==> src/rtl/multi_buffer_loader.sv <==
// multi_buffer_loader: framed byte-stream parser that writes words into one of several buffers,
// with burst addressing, XOR checksum, inter-byte timeout, error codes and a start pulse.
module multi_buffer_loader #(
    parameter int          NUM_BUFS       = 2,
    parameter int          ADDR_WIDTH     = 10,
    parameter int          DATA_WIDTH     = 16,
    parameter logic [7:0]  SYNC_BYTE      = 8'hA5,
    parameter int          TIMEOUT_CYCLES = 50_000
) (
    input  logic                  clk,
    input  logic                  rst_n,
    input  logic [7:0]            rx_data,
    input  logic                  rx_valid,
    output logic [NUM_BUFS-1:0]   wr_en,
    output logic [ADDR_WIDTH-1:0] wr_addr,
    output logic [DATA_WIDTH-1:0] wr_data,
    output logic                  start_matmul,
    output logic                  frame_ok,
    output logic                  frame_err,
    output logic [2:0]            err_code,
    output logic                  busy
);
    localparam int BPW = DATA_WIDTH / 8;
    localparam int BW  = BPW > 1 ? $clog2(BPW) : 1;
    localparam int TW  = $clog2(TIMEOUT_CYCLES + 1);

    typedef enum logic [2:0] {IDLE, CMD, AHI, ALO, LHI, LLO, DATA, CSUM} state_t;

    state_t                state_q, state_d;
    logic [ADDR_WIDTH-1:0] addr_q, addr_d;
    logic [15:0]           len_q, len_d;
    logic [5:0]            id_q, id_d;
    logic                  start_cmd_q, start_cmd_d;
    logic [BW-1:0]         bcnt_q, bcnt_d;
    logic [DATA_WIDTH-1:0] word_q, word_d;
    logic [7:0]            csum_q, csum_d;
    logic [TW-1:0]         tmr_q, tmr_d;
    logic [NUM_BUFS-1:0]   wr_en_q, wr_en_d;
    logic [ADDR_WIDTH-1:0] wr_addr_q, wr_addr_d;
    logic [DATA_WIDTH-1:0] wr_data_q, wr_data_d;
    logic                  start_q, start_d, ok_q, ok_d, err_q, err_d;
    logic [2:0]            code_q, code_d;
    logic                  timeout, wdone, bad_buf;

    assign timeout = state_q != IDLE && !rx_valid && tmr_q == TW'(TIMEOUT_CYCLES - 1);
    assign wdone   = bcnt_q == BW'(BPW - 1);
    assign bad_buf = {1'b0, id_q} >= 7'(NUM_BUFS);

    always_ff @(posedge clk or negedge rst_n) begin
        if (!rst_n) begin
            state_q     <= IDLE;
            addr_q      <= '0;
            len_q       <= '0;
            id_q        <= '0;
            start_cmd_q <= 1'b0;
            bcnt_q      <= '0;
            word_q      <= '0;
            csum_q      <= '0;
            tmr_q       <= '0;
            wr_en_q     <= '0;
            wr_addr_q   <= '0;
            wr_data_q   <= '0;
            start_q     <= 1'b0;
            ok_q        <= 1'b0;
            err_q       <= 1'b0;
            code_q      <= '0;
        end else begin
            state_q     <= state_d;
            addr_q      <= addr_d;
            len_q       <= len_d;
            id_q        <= id_d;
            start_cmd_q <= start_cmd_d;
            bcnt_q      <= bcnt_d;
            word_q      <= word_d;
            csum_q      <= csum_d;
            tmr_q       <= tmr_d;
            wr_en_q     <= wr_en_d;
            wr_addr_q   <= wr_addr_d;
            wr_data_q   <= wr_data_d;
            start_q     <= start_d;
            ok_q        <= ok_d;
            err_q       <= err_d;
            code_q      <= code_d;
        end
    end

    always_comb begin
        state_d = state_q;
        if (timeout)
            state_d = IDLE;
        else if (rx_valid)
            case (state_q)
                IDLE:    state_d = rx_data == SYNC_BYTE ? CMD : IDLE;
                CMD:     state_d = rx_data[7] ? IDLE : rx_data[6] ? CSUM : AHI;
                AHI:     state_d = ALO;
                ALO:     state_d = LHI;
                LHI:     state_d = LLO;
                LLO:     state_d = {len_q[7:0], rx_data} == 16'h0 ? IDLE : DATA;
                DATA:    state_d = wdone && len_q == 16'h1 ? CSUM : DATA;
                default: state_d = IDLE;
            endcase
    end

    always_comb begin
        addr_d      = addr_q;
        len_d       = len_q;
        id_d        = id_q;
        start_cmd_d = start_cmd_q;
        bcnt_d      = bcnt_q;
        word_d      = word_q;
        csum_d      = csum_q;
        wr_en_d     = '0;
        wr_addr_d   = wr_addr_q;
        wr_data_d   = wr_data_q;
        start_d     = 1'b0;
        ok_d        = 1'b0;
        err_d       = 1'b0;
        code_d      = code_q;
        tmr_d       = (state_q == IDLE || rx_valid) ? '0 : tmr_q + 1'b1;
        if (timeout) begin
            err_d  = 1'b1;
            code_d = 3'd3;
        end else if (rx_valid) begin
            csum_d = state_q == IDLE ? 8'h00 : csum_q ^ rx_data;
            case (state_q)
                CMD: begin
                    id_d        = rx_data[5:0];
                    start_cmd_d = rx_data[6];
                    err_d       = rx_data[7];
                    code_d      = rx_data[7] ? 3'd4 : code_q;
                end
                AHI: addr_d = ADDR_WIDTH'({rx_data, 8'h00});
                ALO: addr_d = addr_q | ADDR_WIDTH'(rx_data);
                LHI: len_d = {8'h00, rx_data};
                LLO: begin
                    len_d  = {len_q[7:0], rx_data};
                    bcnt_d = '0;
                    err_d  = len_d == 16'h0;
                    code_d = len_d == 16'h0 ? 3'd5 : code_q;
                end
                DATA: begin
                    word_d = (word_q << 8) | DATA_WIDTH'(rx_data);
                    bcnt_d = wdone ? '0 : bcnt_q + 1'b1;
                    if (wdone) begin
                        len_d     = len_q - 1'b1;
                        addr_d    = addr_q + 1'b1;
                        wr_addr_d = addr_q;
                        wr_data_d = word_d;
                        wr_en_d   = bad_buf ? '0 : NUM_BUFS'(1) << id_q;
                    end
                end
                CSUM: begin
                    // A bad buffer id outranks a checksum mismatch
                    if (!start_cmd_q && bad_buf) begin
                        err_d  = 1'b1;
                        code_d = 3'd2;
                    end else if (rx_data != csum_q) begin
                        err_d  = 1'b1;
                        code_d = 3'd1;
                    end else begin
                        ok_d    = 1'b1;
                        start_d = start_cmd_q;
                        code_d  = 3'd0;
                    end
                end
                default: ;
            endcase
        end
    end

    assign wr_en        = wr_en_q;
    assign wr_addr      = wr_addr_q;
    assign wr_data      = wr_data_q;
    assign start_matmul = start_q;
    assign frame_ok     = ok_q;
    assign frame_err    = err_q;
    assign err_code     = code_q;
    assign busy         = state_q != IDLE;
endmodule

==> config.mk <==
export PLATFORM = sky130hd
export DESIGN_NAME = multi_buffer_loader
export DESIGN_NICKNAME = d
export VERILOG_FILES = /design/src/rtl/multi_buffer_loader.sv
export SDC_FILE = /design/constraint.sdc
export NUM_CORES = 1
export LEC_CHECK = 0
export BUFFER_PORTS_ARGS = -buffer_cell sky130_fd_sc_hd__buf_2
export CAP_MARGIN = 20
export CORE_ASPECT_RATIO = 0.6
export CORE_MARGIN = 2
export CORE_UTILIZATION = 59
export DETAILED_ROUTE_END_ITERATION = 12
export PLACE_DENSITY = 0.85
export SYNTH_ARGS = -nofsm -noshare
export SYNTH_HDL_FRONTEND = slang
export SYNTH_SLANG_ARGS = --single-unit
==> constraint.sdc <==
create_clock -name clk -period 2.71 [get_ports clk]
set_input_delay 0.271 -clock clk [delete_from_list [all_inputs] [get_ports clk]]
set_output_delay 0.271 -clock clk [all_outputs]
set_load 0.02 [all_outputs]
==> flow_metrics.tcl, run 1 <==
set metrics [dict create \
    grt_antenna_before_repair 0 \
    place_congestion 0.975 \
    final_cell_mix "dfrtp_1, o21ai_0, nand2_1" \
    placed_area_um2 5350 \
    grt-ovfl-total 0 \
    rows 26 \
    syn-instance-count 517 \
    drt_iter0_markers 349 \
    layout-drive-gt1-share_pct 15.7 \
    final_hold_viol_count 0 \
    ys_types 56 \
    start_kind "register" \
    initial_utilization_pct 60.0 \
    cts_resized 0 \
    grt_max_degree 57 \
    syn_to_final_growth_pct 11.8 \
    r2r_slack_ns 0.45 \
    synth-edff-count 0 \
    power_frac_comb_pct 33.2 \
    wire_per_inst_um 18.5 \
    final_max_slew_viol_count 0 \
    syn_nets 532 \
    final_common_cell "dfrtp_1" \
    setup_tns_ns 0 \
    end_kind "register" \
    timing.fmax_mhz 443 \
    cts_buffers 9 \
    track_usage_pct 28.6 \
    die_x_um 124 \
    remaining_drc_errors 0 \
    clk_pin_slew_ns 0.07 \
    syn_avg_cell_area_um2 9.78 \
    max_cap_violations 0 \
    clock_skew_ns 0.0127 \
    rsz0062_at_grt "no" \
    hpwl_mm 8.51 \
    final_area_um2 5660 \
    setup_violations 0 \
    p_int_mw 3.49 \
    tightest_slew_ns 0.776 \
    nets 563 \
    min_period_over_period_pct 83.3 \
    synth_async_sr_flop_share_pct 100 \
    final.min_clock_period_ns 2.26 \
    p_per_area_nw_per_um2 1010 \
    post_cts_buffers 0 \
    ys_seq_elements 103 \
    hp-class "in -> reg" \
    dpl_worst_slack_ns 0.512 \
    antenna_cells 0 \
    root_buffer "clkbuf_16" \
    p_clk_share_pct 22.1 \
    max_slew_margin_pct 48.2 \
    seq_area_frac_synth_pct 51.0 \
    cts.sinks 103 \
    fin_cells 665 \
    clock_latency_ns 0.35 \
    wirelength_mm 12.3 \
    path_max_fanout 16 \
    via_per_inst 6.28 \
    dieArea_um2 9360 \
    die_h_um 75.7 \
    vias 4174 \
    syn_area_um2 5060 \
    ys.flop_type "dfrtp_1" \
    outcome "finished clean" \
    leakage_nw 2.56 \
    core_area_um2 8430 \
    io_buffers 45 \
    p_sw_mw 2.24 \
    p_sw_share_pct 39.1 \
    ys_warn_count 0 \
    ioPinCount 46 \
    worst_slack_ns 0.452 \
    pwr-share-seq_pct 44.7 \
    peakVddDrop_mv 0.574 \
    cp_data_required_time_ns 2.95 \
    tritoncts "yes" \
    clock_path_buffers 2 \
    ant_nets 0 \
    grt_pass1_wl_mm 20.3 \
    dp_cells 648 \
    drt-pass1-iter-count 5 \
    crit_type "reg -> reg" \
    htreeDepth 3 \
    fin_util_pct 67.1 \
    grt_pass1_vias 3988 \
    critPathArrivalTime_ns 2.49 \
]
-- final timing paths --
kind                                   startpoint                      end  depth (start not counted)
max in group asynchronous                   rst_n      id_q[2]$_DFFE_PN0P_                          3
min in group asynchronous                   rst_n   wr_addr[9]$_DFFE_PN0P_                          2
hold reg to reg               id_q[0]$_DFFE_PN0P_       wr_en[0]$_DFF_PN0_                          1
setup / recovery           state_q[1]$_DFFE_PN0N_      frame_err$_DFF_PN0_                          6
setup reg to reg           state_q[1]$_DFFE_PN0N_      frame_err$_DFF_PN0_                          6
hold / removal                         rx_data[6]  start_cmd_q$_DFFE_PN0P_                          3
-- per-stage QoR --
stage | power (mW) | hold WS [ns]
floorplan | 3.81 | -0.0246
global placement | 4.30 | 0.358
detailed placement | 4.45 | 0.367
global route | 6.12 | 0.350
CTS | 5.71 | 0.304
finish | 5.73 | 0.309
-- timing repair --
action | 4_1_cts | 5_1_grt
endpoints found under the setup margin | 0 | 0
hold buffers | 1 | 0
hold endpoints to repair | 1 | 0
-- power groups by stage --
| stage | registers (mW) | clock network [mW] | logic [mW] |
|---|---|---|---|
| after global placement | 2.52 | 0 | 1.78 |
| final | 2.56 | 1.27 | 1.90 |
| after CTS | 2.54 | 1.28 | 1.89 |
| after detailed placement | 2.57 | 0 | 1.88 |
| after global routing | 2.64 | 1.35 | 2.13 |
| after floorplan | 2.59 | 0 | 1.22 |
-- cells by family (layout without fill, tap and decap cells) --
logic type | after synthesis | after routing | share of synthesized area, %
muxes | 37 | 37 | 8.19
buffers and inverters | 46 | 82 | 3.91
AOI/OAI and AO/OA | 125 | 125 | 14.7
adders and majority gates | 4 | 4 | 0.989
and+or+nand+nor | 181 | 181 | 17.6
xor gates and xnor gates | 21 | 21 | 3.64
DFF | 103 | 103 | 51.0
-- worst max-delay path: stages, from the launching register on --
cell and delay, ns:
dfrtp_1 0.57, nor3_2 0.57, clkinv_2 0.22, nand2_4 0.22
or4_1 0.29, o211a_1 0.22, a21oi_2 0.05
-- per-layer routing --
metal / global-route usage, % / vias to the layer above / part of all wire [%]
met5: 0 / - / 0
met4: 9.72 / 0 / 1.6
li1: - / 1892 / -
met1: 40.4 / 2043 / 44
met3: 9.43 / 31 / 9.9
met2: 41.8 / 208 / 44
-- registers in the layout, summed over array words and instances, names as in the netlist --
signal and count:
len_q 16, start_matmul 1, csum_q 8, addr_q 10, start_cmd_q 1, id_q 6, wr_data 16, bcnt_q 1
frame_err 1, err_code 3, state_q 3, wr_addr 10, word_q 8, wr_en 2, tmr_q 16, frame_ok 1
-- final cells by class --
cell class / count / area (um^2)
tap: 112 / 140
fill: 646 / 2770
clock buffer: 12 / 267
multi-input combinational: 368 / 2280
sequential: 103 / 2580
inverter: 14 / 53.8
timing repair buffer: 52 / 308
clock inverter: 4 / 26.3
-- synthesized netlist by cell type, types with 5 or more instances --
cell type,instances,area share [%]
a22oi_1,6,0.89
and3_1,5,0.62
nand4_1,7,0.87
nor4_1,11,1.4
inv_1,12,0.89
nand3_1,17,1.7
o21ai_0,50,4.9
xor2_1,16,2.8
buf_2,7,0.69
xnor2_1,5,0.87
mux2_2,12,2.7
dfrtp_1,103,51
nor3_1,12,1.2
o21ai_1,11,1.1
or3_1,8,0.99
nand2b_1,10,1.2
mux2_1,23,5.1
clkbuf_1,23,1.7
nand2_1,49,3.6
nor2_1,46,3.4
a21oi_1,26,2.6
(Power assumes the default switching activity.)
==> run 2: changes to the inputs <==
- clock period: 2.71 -> 2.34 ns (I/O delays scaled with it)
==> run 2 against run 1 <==
Effect of this change:
- cell count rose by 2.0%
- critical path type unchanged
- routed wire length rose by 1.6%
- worst hold slack got worse by 0.069 ns
- clock power rose by 20%
- fmax rose by 9.0%
- critical endpoint is now len_q[12]$_DFFE_PN0P_
- setup slack got worse by 0.18 ns
- core utilization rose by 1.2 points
- combinational power rose by 22%
- clock-buffer cell count fell by 3
- critical path depth rose by 2
- sequential cell count did not move
==> flow_metrics.tcl, run 2 (synthesis gave the netlist of run 1 again) <==
set metrics [dict create \
    grt_antenna_before_repair 0 \
    clock_path_buffers 2 \
    drt_iter0_markers 582 \
    drt-pass1-iter-count 5 \
    root_buffer "clkbuf_16" \
    rows 26 \
    core_area_um2 8430 \
    path_buf_inv 2 \
    grt-ovfl-total 0 \
    r2r_end "len_q[12]$_DFFE_PN0P_" \
    max_cap_violations 0 \
    via_per_inst 6.17 \
    p_int_mw 4.13 \
    io_buffers 45 \
    worstRegToRegCells 8 \
    p_sw_mw 2.64 \
    vias 4184 \
    start_kind "register" \
    antenna_cells 0 \
    wire_per_inst_um 18.4 \
    die_x_um 124 \
    hpwl_mm 8.74 \
    max_stage_delay_ns 0.41 \
    outcome "finished clean" \
    setup_tns_ns 0 \
    end_kind "register" \
    leakage_nw 2.62 \
    fin_cells 678 \
    pwr-share-seq_pct 43.3 \
    clock_latency_ns 0.35 \
    final_hold_viol_count 0 \
    worstReg2RegStart "len_q[0]$_DFFE_PN0P_" \
    power_frac_comb_pct 34.1 \
    htreeDepth 3 \
    timing.fmax_mhz 483 \
    remaining_drc_errors 0 \
    final_common_cell "dfrtp_1" \
    slowest_stage "dfrtp_1" \
    cts.sinks 103 \
    crit_chain "inv_1 -> ha_1 -> nor4b_1 -> buf_4 -> nand2_1 -> nor2_1 -> a32oi_1 -> o2bb2ai_1" \
    final_max_slew_viol_count 0 \
    peakVddDrop_mv 0.878 \
    crit_type "reg -> reg" \
    final_cell_mix "dfrtp_1, o21ai_0, nand2_1" \
    grt_max_degree 49 \
    layout-drive-gt1-share_pct 17.7 \
    grt_pass1_wl_mm 20.1 \
    initial_utilization_pct 60.0 \
    wirelength_mm 12.5 \
    track_usage_pct 28.8 \
    whs_endpoint "state_q[2]$_DFFE_PN0N_" \
    fillers 645 \
    place_congestion 0.990 \
    hp-class "in -> reg" \
    clk_pin_slew_ns 0.07 \
    grt_pass1_vias 3936 \
    path_max_fanout 5 \
    critPathArrivalTime_ns 2.35 \
    p_sw_share_pct 39.0 \
    rsz0062_at_grt "no" \
    p_per_area_nw_per_um2 1180 \
    die_h_um 75.7 \
    fin_util_pct 68.3 \
    dieArea_um2 9360 \
    cp_data_required_time_ns 2.62 \
    ioPinCount 46 \
    nets 576 \
    p_clk_share_pct 22.6 \
    clock_skew_ns 0.00910 \
    max_slew_margin_pct 53.3 \
    tightest_slew_ns 0.695 \
    cts_buffers 9 \
    ant_nets 0 \
    dpl_worst_slack_ns 0.332 \
    dp_cells 661 \
    whs_path_depth 3 \
    min_from "rx_valid" \
    crit_family "simple AND/OR/NAND/NOR gates" \
    final.min_clock_period_ns 2.07 \
    cts_resized 0 \
    min_period_over_period_pct 88.6 \
    syn_to_final_growth_pct 13.8 \
    tritoncts "yes" \
    setup_violations 0 \
    post_cts_buffers 0 \
    r2r_slack_ns 0.27 \
    worst_slack_ns 0.268 \
]
==> run 2: changes by cell type in the layout (fill, tap and decap cells not counted), sizes merged <==
| cell | change |
|---|---|
| clkbuf | -3 |
| buf | +13 |
| bufinv | +1 |
| clkinv | +1 |
| clkinvlp | +1 |
==> run 2: metal layers <==
layer	global-route usage, %	part of all wire [%]
met3	7.26	7.9
met1	41.2	47
met5	0	0
met4	8.71	1.9
met2	43.8	43
==> run 2: cell type report <==
cell class | instances | area, um^2 | share of cell area, %
well taps | 112 | 140 | 2.43
multi-input cells | 368 | 2280 | 39.7
inverters | 14 | 53.8 | 0.935
clock inverters | 7 | 82.6 | 1.43
repair buffers | 65 | 393 | 6.83
flip-flops and latches | 103 | 2580 | 44.8
clock buffers | 9 | 225 | 3.91
==> run 2: power by group through the flow <==
stage               logic, mW  registers (mW)  clock network [mW]
floorplan                1.42            3.00                   0
global placement         2.17            2.88                   0
detailed placement       2.27            2.94                   0
CTS                      2.29            2.91                1.56
global route             2.56            3.01                1.63
finish                   2.31            2.93                1.53
==> run 2: stage by stage <==
step / instance area, um^2 / power, mW / hold slack (ns)
floorplan: 5060 / 4.41 / -0.0616
global placement: 5440 / 5.05 / 0.288
detailed placement: 5440 / 5.21 / 0.289
CTS: 5760 / 6.76 / 0.225
global route: 5760 / 7.20 / 0.247
finish: 5760 / 6.77 / 0.240
==> run 2: what timing repair did <==
action | CTS | global route
hold buffers | 1 | 0
endpoints found under the setup margin | 0 | 0
endpoints found under the hold margin | 45 | 0
==> run 2: worst max path at each step <==
stage / slack, ns / endpoint / startpoint / cells past startpoint
floorplan: 0.45 / err_code[1]$_DFFE_PN0P_ / len_q[0]$_DFFE_PN0P_ / 7
global placement: 0.39 / err_code[1]$_DFFE_PN0P_ / len_q[0]$_DFFE_PN0P_ / 8
finish: 0.27 / len_q[12]$_DFFE_PN0P_ / len_q[0]$_DFFE_PN0P_ / 8
CTS: 0.29 / err_code[1]$_DFFE_PN0P_ / len_q[0]$_DFFE_PN0P_ / 8
detailed placement: 0.33 / err_code[1]$_DFFE_PN0P_ / len_q[0]$_DFFE_PN0P_ / 8
global route: 0.1 / err_code[1]$_DFFE_PN0P_ / len_q[0]$_DFFE_PN0P_ / 8
==> run 2: worst min-delay path, delay by kind of cell <==
family                 cells  cell delay (ns)
AO/OA/AOI/OAI              1             0.13
buffers and inverters      2             0.20
